$ cat config.mk
export PLATFORM = sky130hd
export DESIGN_NAME = serial_tx_fifo
export DESIGN_NICKNAME = d
export VERILOG_FILES = /design/src/rtl/serial_tx_fifo.sv
export SDC_FILE = /design/constraint.sdc
export NUM_CORES = 1
export LEC_CHECK = 0
export CAP_MARGIN = 10
export CELL_PAD_IN_SITES_DETAIL_PLACEMENT = 1
export CELL_PAD_IN_SITES_GLOBAL_PLACEMENT = 2
export CORE_ASPECT_RATIO = 1.1
export CORE_MARGIN = 10
export CORE_UTILIZATION = 40
export CTS_BUF_LIST = sky130_fd_sc_hd__clkbuf_8
export DETAILED_ROUTE_END_ITERATION = 7
export GPL_ROUTABILITY_DRIVEN = 0
export PLACE_DENSITY_LB_ADDON = 0.1
export SYNTH_ARGS = -nofsm -noshare
export SYNTH_HDL_FRONTEND = slang
export SYNTH_SLANG_ARGS = --single-unit
$ cat constraint.sdc
create_clock -name clk100 -period 4 [get_ports clk100]
set_input_delay 0.6 -clock clk100 [delete_from_list [all_inputs] [get_ports clk100]]
set_output_delay 0.6 -clock clk100 [all_outputs]
set_load 0.02 [all_outputs]
$ cat src/rtl/serial_tx_fifo.sv
// Buffered 8N1 serial transmitter: small character FIFO feeding an LSB-first
// shifter. Every bit (start, data, stop) lasts exactly TERM_COUNT clocks.
module serial_tx_fifo #(
  parameter int unsigned CLOCK_FREQUENCY = 100000000,
  parameter int unsigned BAUD_RATE       = 9600,
  parameter int unsigned FIFO_DEPTH      = 4
) (
  input  logic       clk100,
  input  logic       reset,
  input  logic [7:0] tx_data,
  input  logic       tx_load,
  output logic       tx_full,
  output logic       tx_busy,
  output logic       tx_overflow,
  output logic       tx
);

  localparam int unsigned TERM_COUNT = CLOCK_FREQUENCY / BAUD_RATE;
  localparam int unsigned TMR_W      = (TERM_COUNT > 2) ? $clog2(TERM_COUNT) : 1;
  localparam int unsigned PTR_W      = $clog2(FIFO_DEPTH);
  localparam int unsigned CNT_W      = PTR_W + 1;

  localparam logic [TMR_W-1:0] TMR_RELOAD = TMR_W'(TERM_COUNT - 1);
  localparam logic [CNT_W-1:0] CNT_FULL   = CNT_W'(FIFO_DEPTH);

  localparam logic [1:0] ST_IDLE  = 2'd0;
  localparam logic [1:0] ST_START = 2'd1;
  localparam logic [1:0] ST_DATA  = 2'd2;
  localparam logic [1:0] ST_STOP  = 2'd3;

  logic [1:0]       state_q,   state_d;
  logic [TMR_W-1:0] tmr_q,     tmr_d;
  logic [2:0]       bit_cnt_q, bit_cnt_d;
  logic [7:0]       shift_q,   shift_d;
  logic [PTR_W-1:0] wr_ptr_q,  wr_ptr_d;
  logic [PTR_W-1:0] rd_ptr_q,  rd_ptr_d;
  logic [CNT_W-1:0] count_q,   count_d;
  logic [7:0]       mem_q [FIFO_DEPTH];
  logic [7:0]       mem_d [FIFO_DEPTH];
  logic             tx_q,      tx_d;
  logic             full_q,    full_d;
  logic             busy_q,    busy_d;
  logic             ovf_q,     ovf_d;

  logic fifo_full;
  logic fifo_nonempty;
  logic push;
  logic pop;
  logic tmr_done;

  assign fifo_full     = (count_q == CNT_FULL);
  assign fifo_nonempty = (count_q != '0);
  assign push          = tx_load & ~fifo_full;
  assign tmr_done      = (tmr_q == '0);

  // FIFO write side, pointer/count bookkeeping and sticky overflow
  always_comb begin
    mem_d    = mem_q;
    wr_ptr_d = wr_ptr_q;
    rd_ptr_d = rd_ptr_q;
    count_d  = count_q;
    ovf_d    = ovf_q;
    if (push) begin
      mem_d[wr_ptr_q] = tx_data;
      wr_ptr_d        = wr_ptr_q + PTR_W'(1);
    end
    if (pop) begin
      rd_ptr_d = rd_ptr_q + PTR_W'(1);
    end
    case ({push, pop})
      2'b10:   count_d = count_q + CNT_W'(1);
      2'b01:   count_d = count_q - CNT_W'(1);
      default: count_d = count_q;
    endcase
    if (tx_load && fifo_full) begin
      ovf_d = 1'b1;
    end
  end

  // Frame sequencer: start bit, eight data bits LSB-first, stop bit
  always_comb begin
    state_d   = state_q;
    tmr_d     = tmr_q;
    bit_cnt_d = bit_cnt_q;
    shift_d   = shift_q;
    tx_d      = tx_q;
    pop       = 1'b0;
    case (state_q)
      ST_IDLE: begin
        tx_d = 1'b1;
        if (fifo_nonempty) begin
          pop     = 1'b1;
          shift_d = mem_q[rd_ptr_q];
          tmr_d   = TMR_RELOAD;
          state_d = ST_START;
          tx_d    = 1'b0;
        end
      end
      ST_START: begin
        tx_d = 1'b0;
        if (tmr_done) begin
          tmr_d     = TMR_RELOAD;
          bit_cnt_d = 3'd0;
          state_d   = ST_DATA;
          tx_d      = shift_q[0];
        end else begin
          tmr_d = tmr_q - TMR_W'(1);
        end
      end
      ST_DATA: begin
        if (tmr_done) begin
          tmr_d = TMR_RELOAD;
          if (bit_cnt_q == 3'd7) begin
            state_d = ST_STOP;
            tx_d    = 1'b1;
          end else begin
            shift_d   = shift_q >> 1;
            bit_cnt_d = bit_cnt_q + 3'd1;
            tx_d      = shift_q[1];
          end
        end else begin
          tmr_d = tmr_q - TMR_W'(1);
        end
      end
      ST_STOP: begin
        tx_d = 1'b1;
        if (tmr_done) begin
          if (fifo_nonempty) begin
            // next character starts with no idle gap
            pop     = 1'b1;
            shift_d = mem_q[rd_ptr_q];
            tmr_d   = TMR_RELOAD;
            state_d = ST_START;
            tx_d    = 1'b0;
          end else begin
            state_d = ST_IDLE;
          end
        end else begin
          tmr_d = tmr_q - TMR_W'(1);
        end
      end
      default: begin
        state_d = ST_IDLE;
        tmr_d   = '0;
        tx_d    = 1'b1;
      end
    endcase
  end

  // Registered status flags computed from post-edge state and count
  always_comb begin
    full_d = (count_d == CNT_FULL);
    busy_d = (state_d != ST_IDLE) || (count_d != '0);
  end

  // State registers with asynchronous clear
  always_ff @(posedge clk100 or posedge reset) begin
    if (reset) begin
      state_q   <= ST_IDLE;
      tmr_q     <= '0;
      bit_cnt_q <= '0;
      shift_q   <= '0;
      wr_ptr_q  <= '0;
      rd_ptr_q  <= '0;
      count_q   <= '0;
      for (int i = 0; i < FIFO_DEPTH; i++) begin
        mem_q[i] <= '0;
      end
      tx_q      <= 1'b1;
      full_q    <= 1'b0;
      busy_q    <= 1'b0;
      ovf_q     <= 1'b0;
    end else begin
      state_q   <= state_d;
      tmr_q     <= tmr_d;
      bit_cnt_q <= bit_cnt_d;
      shift_q   <= shift_d;
      wr_ptr_q  <= wr_ptr_d;
      rd_ptr_q  <= rd_ptr_d;
      count_q   <= count_d;
      mem_q     <= mem_d;
      tx_q      <= tx_d;
      full_q    <= full_d;
      busy_q    <= busy_d;
      ovf_q     <= ovf_d;
    end
  end

  assign tx          = tx_q;
  assign tx_full     = full_q;
  assign tx_busy     = busy_q;
  assign tx_overflow = ovf_q;

endmodule
; Yosys cells after proc, flatten, opt, wreduce, memory -nomap -nowiden
; Cells that the tools add are included.
[classes]
magnitude_cmp = 3
n_eq_ne = 12
reduce_logical = 13
add_sub_neg = 6
muxes = 36
bitwise_logic = 4
[ops]
columns = op, count
row1 = $mux W8, 7
row2 = $mux W14, 3
row3 = $pmux W14 S3, 1
row4 = $bwmux W32, 1
row5 = $pmux W8 S3, 1
row6 = $bmux W8 S2, 1
row7 = $demux W8 S2, 1
row8 = $logic_not A14 Y1, 1
row9 = $sub A14 B1 Y14 const B, 1
row10 = $pmux W3 S2, 2
row11 = $mux W2, 5
row12 = $eq A3 B3 Y1 const B, 3
row13 = $mux W3, 3
row14 = $reduce_bool A3 Y1, 3
row15 = $mux W1, 8
row16 = $ne A2 B2 Y1 const B, 4
row17 = $pmux W2 S4, 1
row18 = $reduce_and A4 Y1, 2
row19 = $add A3 B1 Y3 const B, 2
row20 = $eq A2 B2 Y1 const B, 3
row21 = $ge A3 B3 Y1 const B, 2
row22 = $not A2 Y3, 2
row23 = $add A2 B1 Y2 const B, 2
row24 = $eq A2 B1 Y1 const B, 2
row25 = 11 further kinds, 13
[word_totals]
elab_cells = 89
input_bits = 11
output_inout_bits = 4
reg_bits = 70

; Longest topological paths before layout
; Gate-level depths: netlist of the first run.
[logic_depth]
ltp_word = 8
mapped_depth = 14
mapped_depth_nobuf = 13

; Worst setup path before layout of the first run
; Ideal clock, no wire load.
[synth_timing]
kind = reg2reg
startpoint = reg tmr_q[0]
endpoint = reg busy_q, in the netlist tx_busy
path_buffers = 1
setup_slack_ns = 1.226
setup_ns = 0.133
period_less_slack_ns = 2.774
path_stages_with_launch = 15
t_arrival_ns = 2.641
required_time_ns = 3.867
path_cell_list = dfrtp_1 -> inv_1 -> ha_1 -> nor3b_2 -> and4_1 -> buf_4 -> a21oi_1 -> nor3_2 -> ha_1 -> fa_1 -> xnor2_1 -> nor2_1 -> xor2_1 -> nor2_1 -> nand4bb_1
[synth_between]
elab_chain_cells = 7
elab_cells_between_ends = 13
cone_classes = eq/ne (2) / mux (7) / reduce/logical (4)
[synth_lines]
columns = item, line
row1 = "start, declared", 32  ; logic [TMR_W-1:0] tmr_q, tmr_d;
row2 = "start signal, assigned", 175  ; tmr_q <= tmr_d;
row3 = $logic_not A14 Y1 *, 54  ; assign tmr_done = (tmr_q == '0);
row4 = $mux W1 *, 127  ; if (tmr_done) begin
row5 = $pmux W1 S2 *, 88  ; case (state_q)
row6 = $eq A2 B1 Y1 / $eq A2 B2 Y1 (equally long branches), 70  ; case ({push, pop})
row7 = $pmux W3 S2 *, 70
row8 = net count_d[2], 37  ; logic [CNT_W-1:0] count_q, count_d;
row9 = $reduce_bool A3 Y1 *, 153  ; busy_d = (state_d != ST_IDLE) || (count_d != '0);
row10 = $logic_or A1 B1 Y1 *, 153
row11 = net busy_d, 42  ; logic busy_q, busy_d;
row12 = "end signal, assigned", 184  ; busy_q <= busy_d;
row13 = "end, declared", 42
; Mark *: on every way through the listed nets, which the timed path passes. The rest lies on a longest branch.
; A chain may end at the register's enable or synchronous reset.

; Worst setup path in the final report of the first run
[layout_timing]
startpoint = reg tmr_q[0]
endpoint = reg busy_q, in the netlist tx_busy
[layout_between]
elab_chain_cells = 7
elab_cells_between_ends = 13
cone_classes = eq/ne (2) / mux (7) / reduce/logical (4)
[layout_lines]
columns = item, line
row1 = $logic_not A14 Y1 *, 54
row2 = $mux W1, 127
row3 = $pmux W1 S2, 88
row4 = $eq A2 B1 Y1 / $eq A2 B2 Y1 (equally long branches), 70
row5 = $pmux W3 S2, 70
row6 = $reduce_bool A3 Y1, 153
row7 = $logic_or A1 B1 Y1 *, 153
row8 = net busy_d, 42
; Marked as above.

==> key figures, run 1 <==
Outcome
  • Status: finished clean

Hold path
  • WHS Path Cells: 1
  • Hold Path Sink: tx_overflow$_DFFE_PP0P_
  • Hold Crit Class: flop to flop
  • HP Start: tx_overflow$_DFFE_PP0P_

STA
  • Final Cycle Share: 75.9%
  • Hold Vio Cnt, Final: 0
  • Slew @ Worst Pin: 786 ps
  • Rel. slew slack: 47.6%
  • Final worst slack: 964 ps
  • Final setup vio count: 0
  • Hold_ws: 476 ps
  • Slew Viols, Final: 0
  • Tmin final: 3040 ps
  • Setup TNS: 0 ps
  • Maximum clock rate: 0.329 GHz
  • Clock Skew: 10.6 ps
  • RSZ-0062 raised after global routing: no

Detailed routing
  • Vias per inst: 5.64
  • Iter 0 DRT Violations: 83
  • Wirelength per Cell: 18.5 µm
  • Drc violations: 0
  • Detailed Routing Iterations Pass 1: 4
  • Routed Wire Length: 8.26 mm
  • Final ANT Viol Nets: 0
  • Via count: 2519

Floorplan
  • Boundary Pins: 15
  • Row Count: 36
  • Core box area: 8920 µm²
  • Die H: 121 µm
  • Die area: 13500 µm²
  • Die Width: 111 µm
  • Starting Density: 41.3%

Clock tree
  • CTS resizes: 0
  • Setup bufs post-CTS: 0
  • TritonCTS Sinks: 70
  • Number of hold buffers added after CTS: 0
  • Max Root-Sink Buffers: 2
  • Clock buffer count from CTS: 9
  • Clk Latency, worst-skew pair: 350 ps
  • CTS tree: yes
  • H-tree depth: 3
  • Root buf cell: clkbuf_8
  • Clock slew at reported path FFs: 90 ps

Worst setup path
  • Setup CP Type: flop to flop
  • R2R setup slack: 960 ps
  • CP max FO: 8
  • Worst reg2reg path depth: 13
  • Crit. End Element: flop
  • Worst Path Required: 4230 ps
  • Worst R2R End: tx_busy$_DFF_PP0_
  • Startpoint class of the critical path: flop
  • R2R Path Start: tmr_q[0]$_DFF_PP0_
  • Critical Path AT: 3270 ps

Place
  • # port buffers: 14
  • Place WS: 902 ps
  • Area post-placement: 3940 µm²
  • Dpl hpwl: 5.94 mm

Yosys
  • Main synth FF type: dfrtp_1
  • Warnings, synthesis: 0
  • Distinct cells, synth: 60
  • Mapped Cells: 311
  • Syn nets: 336
  • Number of synthesized flops with an enable pin: 0
  • Netlist Area Pre-Place: 3680 µm²
  • Sequential area share after synthesis: 47.6%
  • Ys async rst share: 100%
  • Yosys reg bits: 70
  • Post-Syn Area per Cell: 11.8 µm²

Finish
  • Area taken by multi-input logic gates: 1830 µm²
  • Share of cells above drive strength 1: 28.5%
  • Nets@finish: 353
  • # diodes: 0
  • Fillcell total: 953
  • FF+latch area: 1750 µm²
  • Fin area: 4140 µm²
  • Layout area overhead: 12.3%

Pwr
  • Lkg Pwr: 1.72 nW
  • Pwr Total: 3.27 mW
  • VDD IR max: 0.305 mV
  • PwrDens: 791 nW/µm²

Global routing
  • Antenna violations before repair: 0
  • Largest net degree at the start of global routing: 27
  • Vias in the first global route: 2881
  • GR Overflow Total: 0
  • First-pass GRT wire length: 14.8 mm
  • Gr usage total: 13.3%

Run
  • Max Cap Violations: 0
## power by group
group	internal [mW]	switching, mW	leakage, nW	total (mW)
registers	1.04	0.294	0.844	1.33
logic	0.723	0.636	0.780	1.36
clock network	0.290	0.294	0.0960	0.584
total	2.05	1.22	1.72	3.27
## metrics by stage
step | util, % | instances
finish | 46.4 | 447
CTS | 46.4 | 447
global route | 46.4 | 447
global placement | 44.2 | 431
detailed placement | 44.2 | 431
floorplan | - | 311
## worst max-delay path: stages, from the launching register on
cell	delay [ps]
dfrtp_1	440
inv_1	80
ha_1	190
nor3b_2	390
and4_1	240
buf_4	150
a21oi_1	110
nor3_2	200
ha_1	250
fa_1	440
nor2_1	120
a22oi_1	90
nor2_1	110
nand4bb_1	100
## cells in the final DEF (no fill, tap or decap), types with 3 or more instances in the layout
cell and count:
nor4_1 5, nor2_1 18, nor3_1 6, dfrtp_1 69, clkdlybuf4s50_1 14, xnor2_1 3
a21oi_1 22, a311oi_1 3, o21ai_0 16, clkbuf_8 9, mux4_2 8, buf_4 5
ha_1 13, nand2_1 15, nand4_1 4, mux2_2 48, or4_1 3, a211oi_1 3
inv_1 9, nand3_1 6, xor2_1 3
## state kept, by name, indices dropped and copies added (netlist names), 2 cells and up
register   flops
count_q        3
state_q        2
bit_cnt_q      3
tmr_q         14
mem_q         32
shift_q        8
rd_ptr_q       2
wr_ptr_q       2
## cells in the mapped netlist (all sizes together) (2+ instances only)
cell type / n / area (µm²)
a22oi: 2 / 15.0
mux2: 48 / 541
clkbuf: 9 / 33.8
xnor2: 3 / 26.3
a311oi: 3 / 26.3
inv: 10 / 37.5
a211oi: 3 / 22.5
nor2: 18 / 67.6
a21bo: 2 / 20.0
a21oi: 22 / 110
nor3: 8 / 50.1
or2: 2 / 12.5
o21ai: 17 / 96.4
dfrtp: 69 / 1730
nor3b: 2 / 20.0
nand3: 6 / 30.0
buf: 4 / 28.8
nor4: 7 / 65.1
xor2: 3 / 26.3
a21boi: 2 / 15.0
or4: 4 / 33.8
or3: 2 / 12.5
nand4: 5 / 37.5
nand2: 15 / 56.3
mux4: 8 / 180
and2: 2 / 15.0
ha: 13 / 163
## kinds of logic (layout without fill, tap and decap cells)
family / count (synthesis) / after routing / synth area share (%)
compound gates: 62 / 62 / 10.8
xor+xnor: 6 / 6 / 1.43
fa+ha+maj: 14 / 14 / 4.96
buf+inv: 24 / 46 / 2.82
flops: 70 / 70 / 47.6
mux: 56 / 56 / 19.6
simple gates: 79 / 79 / 12.8
## cell type report
| cell class | count | area share (%) |
|---|---|---|
| Timing Repair Buffer | 19 | 4.29 |
| Tap cell | 114 | 3.45 |
| Clock inverter | 7 | 1.75 |
| Multi-Input combinational cell | 217 | 44.1 |
| Sequential cell | 70 | 42.4 |
| Clock buffer | 9 | 2.99 |
| Inverter | 11 | 0.998 |
## per-layer routing
| layer | up-vias | routed length [µm] | GRT usage [%] |
|---|---|---|---|
| li1 | 1193 | - | - |
| met1 | 1299 | 3610 | 15.2 |
| met2 | 17 | 4410 | 24.2 |
| met3 | 10 | 150 | 2.97 |
| met4 | 0 | 95 | 4.26 |
| met5 | - | 0 | 0 |
## worst max-delay path by stage
stage / depth (start not counted) / slack (ps) / to / from
2_1_floorplan: 14 / 1230 / tx_busy$_DFF_PP0_ / tmr_q[0]$_DFF_PP0_
3_3_place_gp: 10 / 1000 / tx_busy$_DFF_PP0_ / tx_load
3_5_place_dp: 10 / 900 / tx_busy$_DFF_PP0_ / tx_load
4_1_cts: 13 / 930 / tx_busy$_DFF_PP0_ / tmr_q[0]$_DFF_PP0_
5_1_grt: 13 / 620 / tx_busy$_DFF_PP0_ / tmr_q[0]$_DFF_PP0_
6_report: 13 / 960 / tx_busy$_DFF_PP0_ / tmr_q[0]$_DFF_PP0_
Power figures use the tool's default switching activity.
==> inputs of run 2 (changes only) <==
==> constraint.sdc (replaced) <==
create_clock -name clk100 -period 2.8 [get_ports clk100]
set_input_delay 0.42 -clock clk100 [delete_from_list [all_inputs] [get_ports clk100]]
set_output_delay 0.42 -clock clk100 [all_outputs]
set_load 0.02 [all_outputs]
==> key figures, run 2 (synthesis results as in run 1) <==
Outcome
  • Status: finished clean

Pwr
  • PwrDens: 1140 nW/µm²
  • Lkg Pwr: 1.80 nW
  • VDD IR max: 0.441 mV

STA
  • Tmin final: 2580 ps
  • Clock Skew: 7.27 ps
  • Final setup vio count: 0
  • Slew Viols, Final: 0
  • Setup TNS: 0 ps
  • Rel. slew slack: 58.1%
  • Hold Vio Cnt, Final: 0
  • Slew @ Worst Pin: 622 ps
  • Maximum clock rate: 0.388 GHz
  • Final Cycle Share: 92.0%
  • RSZ-0062 raised after global routing: no

Detailed routing
  • Final ANT Viol Nets: 0
  • Detailed Routing Iterations Pass 1: 4
  • Drc violations: 0
  • Iter 0 DRT Violations: 66
  • Routed Wire Length: 8.59 mm
  • Vias per inst: 5.62
  • Wirelength per Cell: 18.6 µm
  • Via count: 2593

Clock tree
  • CTS resizes: 0
  • Root buf cell: clkbuf_8
  • H-tree depth: 3
  • Clk Latency, worst-skew pair: 350 ps
  • Max Root-Sink Buffers: 2
  • Setup bufs post-CTS: 0
  • Clock buffer count from CTS: 9
  • Number of hold buffers added after CTS: 0
  • Clock slew at reported path FFs: 80 ps
  • CTS tree: yes
  • TritonCTS Sinks: 70

Worst setup path
  • Setup CP Type: flop to flop
  • Critical Path AT: 2800 ps
  • Crit. End Element: flop
  • CP max FO: 2
  • R2R Path Start: tmr_q[0]$_DFF_PP0_
  • Worst Path Required: 3020 ps
  • R2R setup slack: 220 ps
  • Worst R2R End: tx_busy$_DFF_PP0_
  • Crit path launch: tmr_q[0]$_DFF_PP0_
  • Startpoint class of the critical path: flop
  • Worst reg2reg path depth: 12

Run
  • Max Cap Violations: 0

Finish
  • Biggest regs: mem_q x32, tmr_q x14, shift_q x8
  • Commonest non-fill, non-tap cell in the layout: dfrtp_1
  • Area taken by multi-input logic gates: 1840 µm²
  • Top reg by flops: mem_q
  • Layout area overhead: 16.4%
  • Nets@finish: 367
  • # diodes: 0
  • Fillcell total: 943
  • Most frequent cells in the layout: dfrtp_1, mux2_2, a21oi_1
  • Largest register FFs: 32
  • Final Util: 48.1%
  • FF+latch area: 1750 µm²
  • Share of cells above drive strength 1: 32.3%

Global routing
  • First-pass GRT wire length: 14.6 mm
  • Largest net degree at the start of global routing: 31
  • Antenna violations before repair: 0
  • GR Overflow Total: 0
  • Vias in the first global route: 2814
  • Gr usage total: 13.4%

Place
  • Dpl hpwl: 6.23 mm
  • # port buffers: 14

Floorplan
  • Die H: 121 µm
  • Die Width: 111 µm
  • Boundary Pins: 15
  • Row Count: 36
  • Starting Density: 41.3%
  • Die area: 13500 µm²
  • Core box area: 8920 µm²

Hold path
  • Hold Crit Class: input port to async pin
==> run 2: how the worst max path moves through the flow <==
| stage | slack, ps | cells after the start | to |
|---|---|---|---|
| after floorplan | 30 | 14 | tx_busy$_DFF_PP0_ |
| after global placement | 140 | 13 | tx_busy$_DFF_PP0_ |
| after detailed placement | 90 | 13 | tx_busy$_DFF_PP0_ |
| after CTS | 70 | 13 | tx_busy$_DFF_PP0_ |
| after global routing | 30 | 12 | tx_busy$_DFF_PP0_ |
| final | 220 | 12 | tx_busy$_DFF_PP0_ |
==> run 2: per-layer routing <==
| layer | part of all wire, % | global-route usage (%) |
|---|---|---|
| met5 | 0 | 0 |
| met1 | 44 | 15.6 |
| met3 | 1.5 | 2.08 |
| met4 | 1.6 | 5.79 |
| met2 | 53 | 23.7 |
==> run 2: final cells by class <==
cell class	instances	share of cell area, %
clock buffers	9	2.89
clock inverters	7	2.28
inverters	11	0.963
multi-input cells	217	42.8
flip-flops and latches	70	40.9
well taps	114	3.33
repair buffers	33	6.88
==> run 2: worst max-delay path, stage by stage, from the launching register on <==
cell and delay, ps:
dfrtp_1 390, inv_1 60, ha_1 160, nor3b_2 230, and4_4 280, a21oi_2 70
nor3_2 190, ha_2 250, fa_1 430, nor2_1 120, a22oi_1 90, nor2_1 100
nand4bb_1 110
==> run 2: metrics by stage <==
| stage | setup WS [ps] | cell area [µm²] | total power, mW | instances | hold WS [ps] |
|---|---|---|---|---|---|
| floorplan | 25.9 | 3680 | 3.36 | 311 | 467 |
| global placement | 135 | 4060 | 3.92 | 445 | 450 |
| detailed placement | 87.6 | 4060 | 4.01 | 445 | 458 |
| CTS | 74.8 | 4280 | 4.96 | 461 | 423 |
| global route | 29.6 | 4290 | 5.31 | 461 | 461 |
| finish | 223 | 4290 | 4.90 | 461 | 420 |
==> run 2: where the power goes <==
group / internal, mW / switching [mW] / total (mW)
Combinational: 1.12 / 0.972 / 2.09
Sequential: 1.48 / 0.399 / 1.88
Clock: 0.504 / 0.419 / 0.924
Total: 3.11 / 1.79 / 4.90
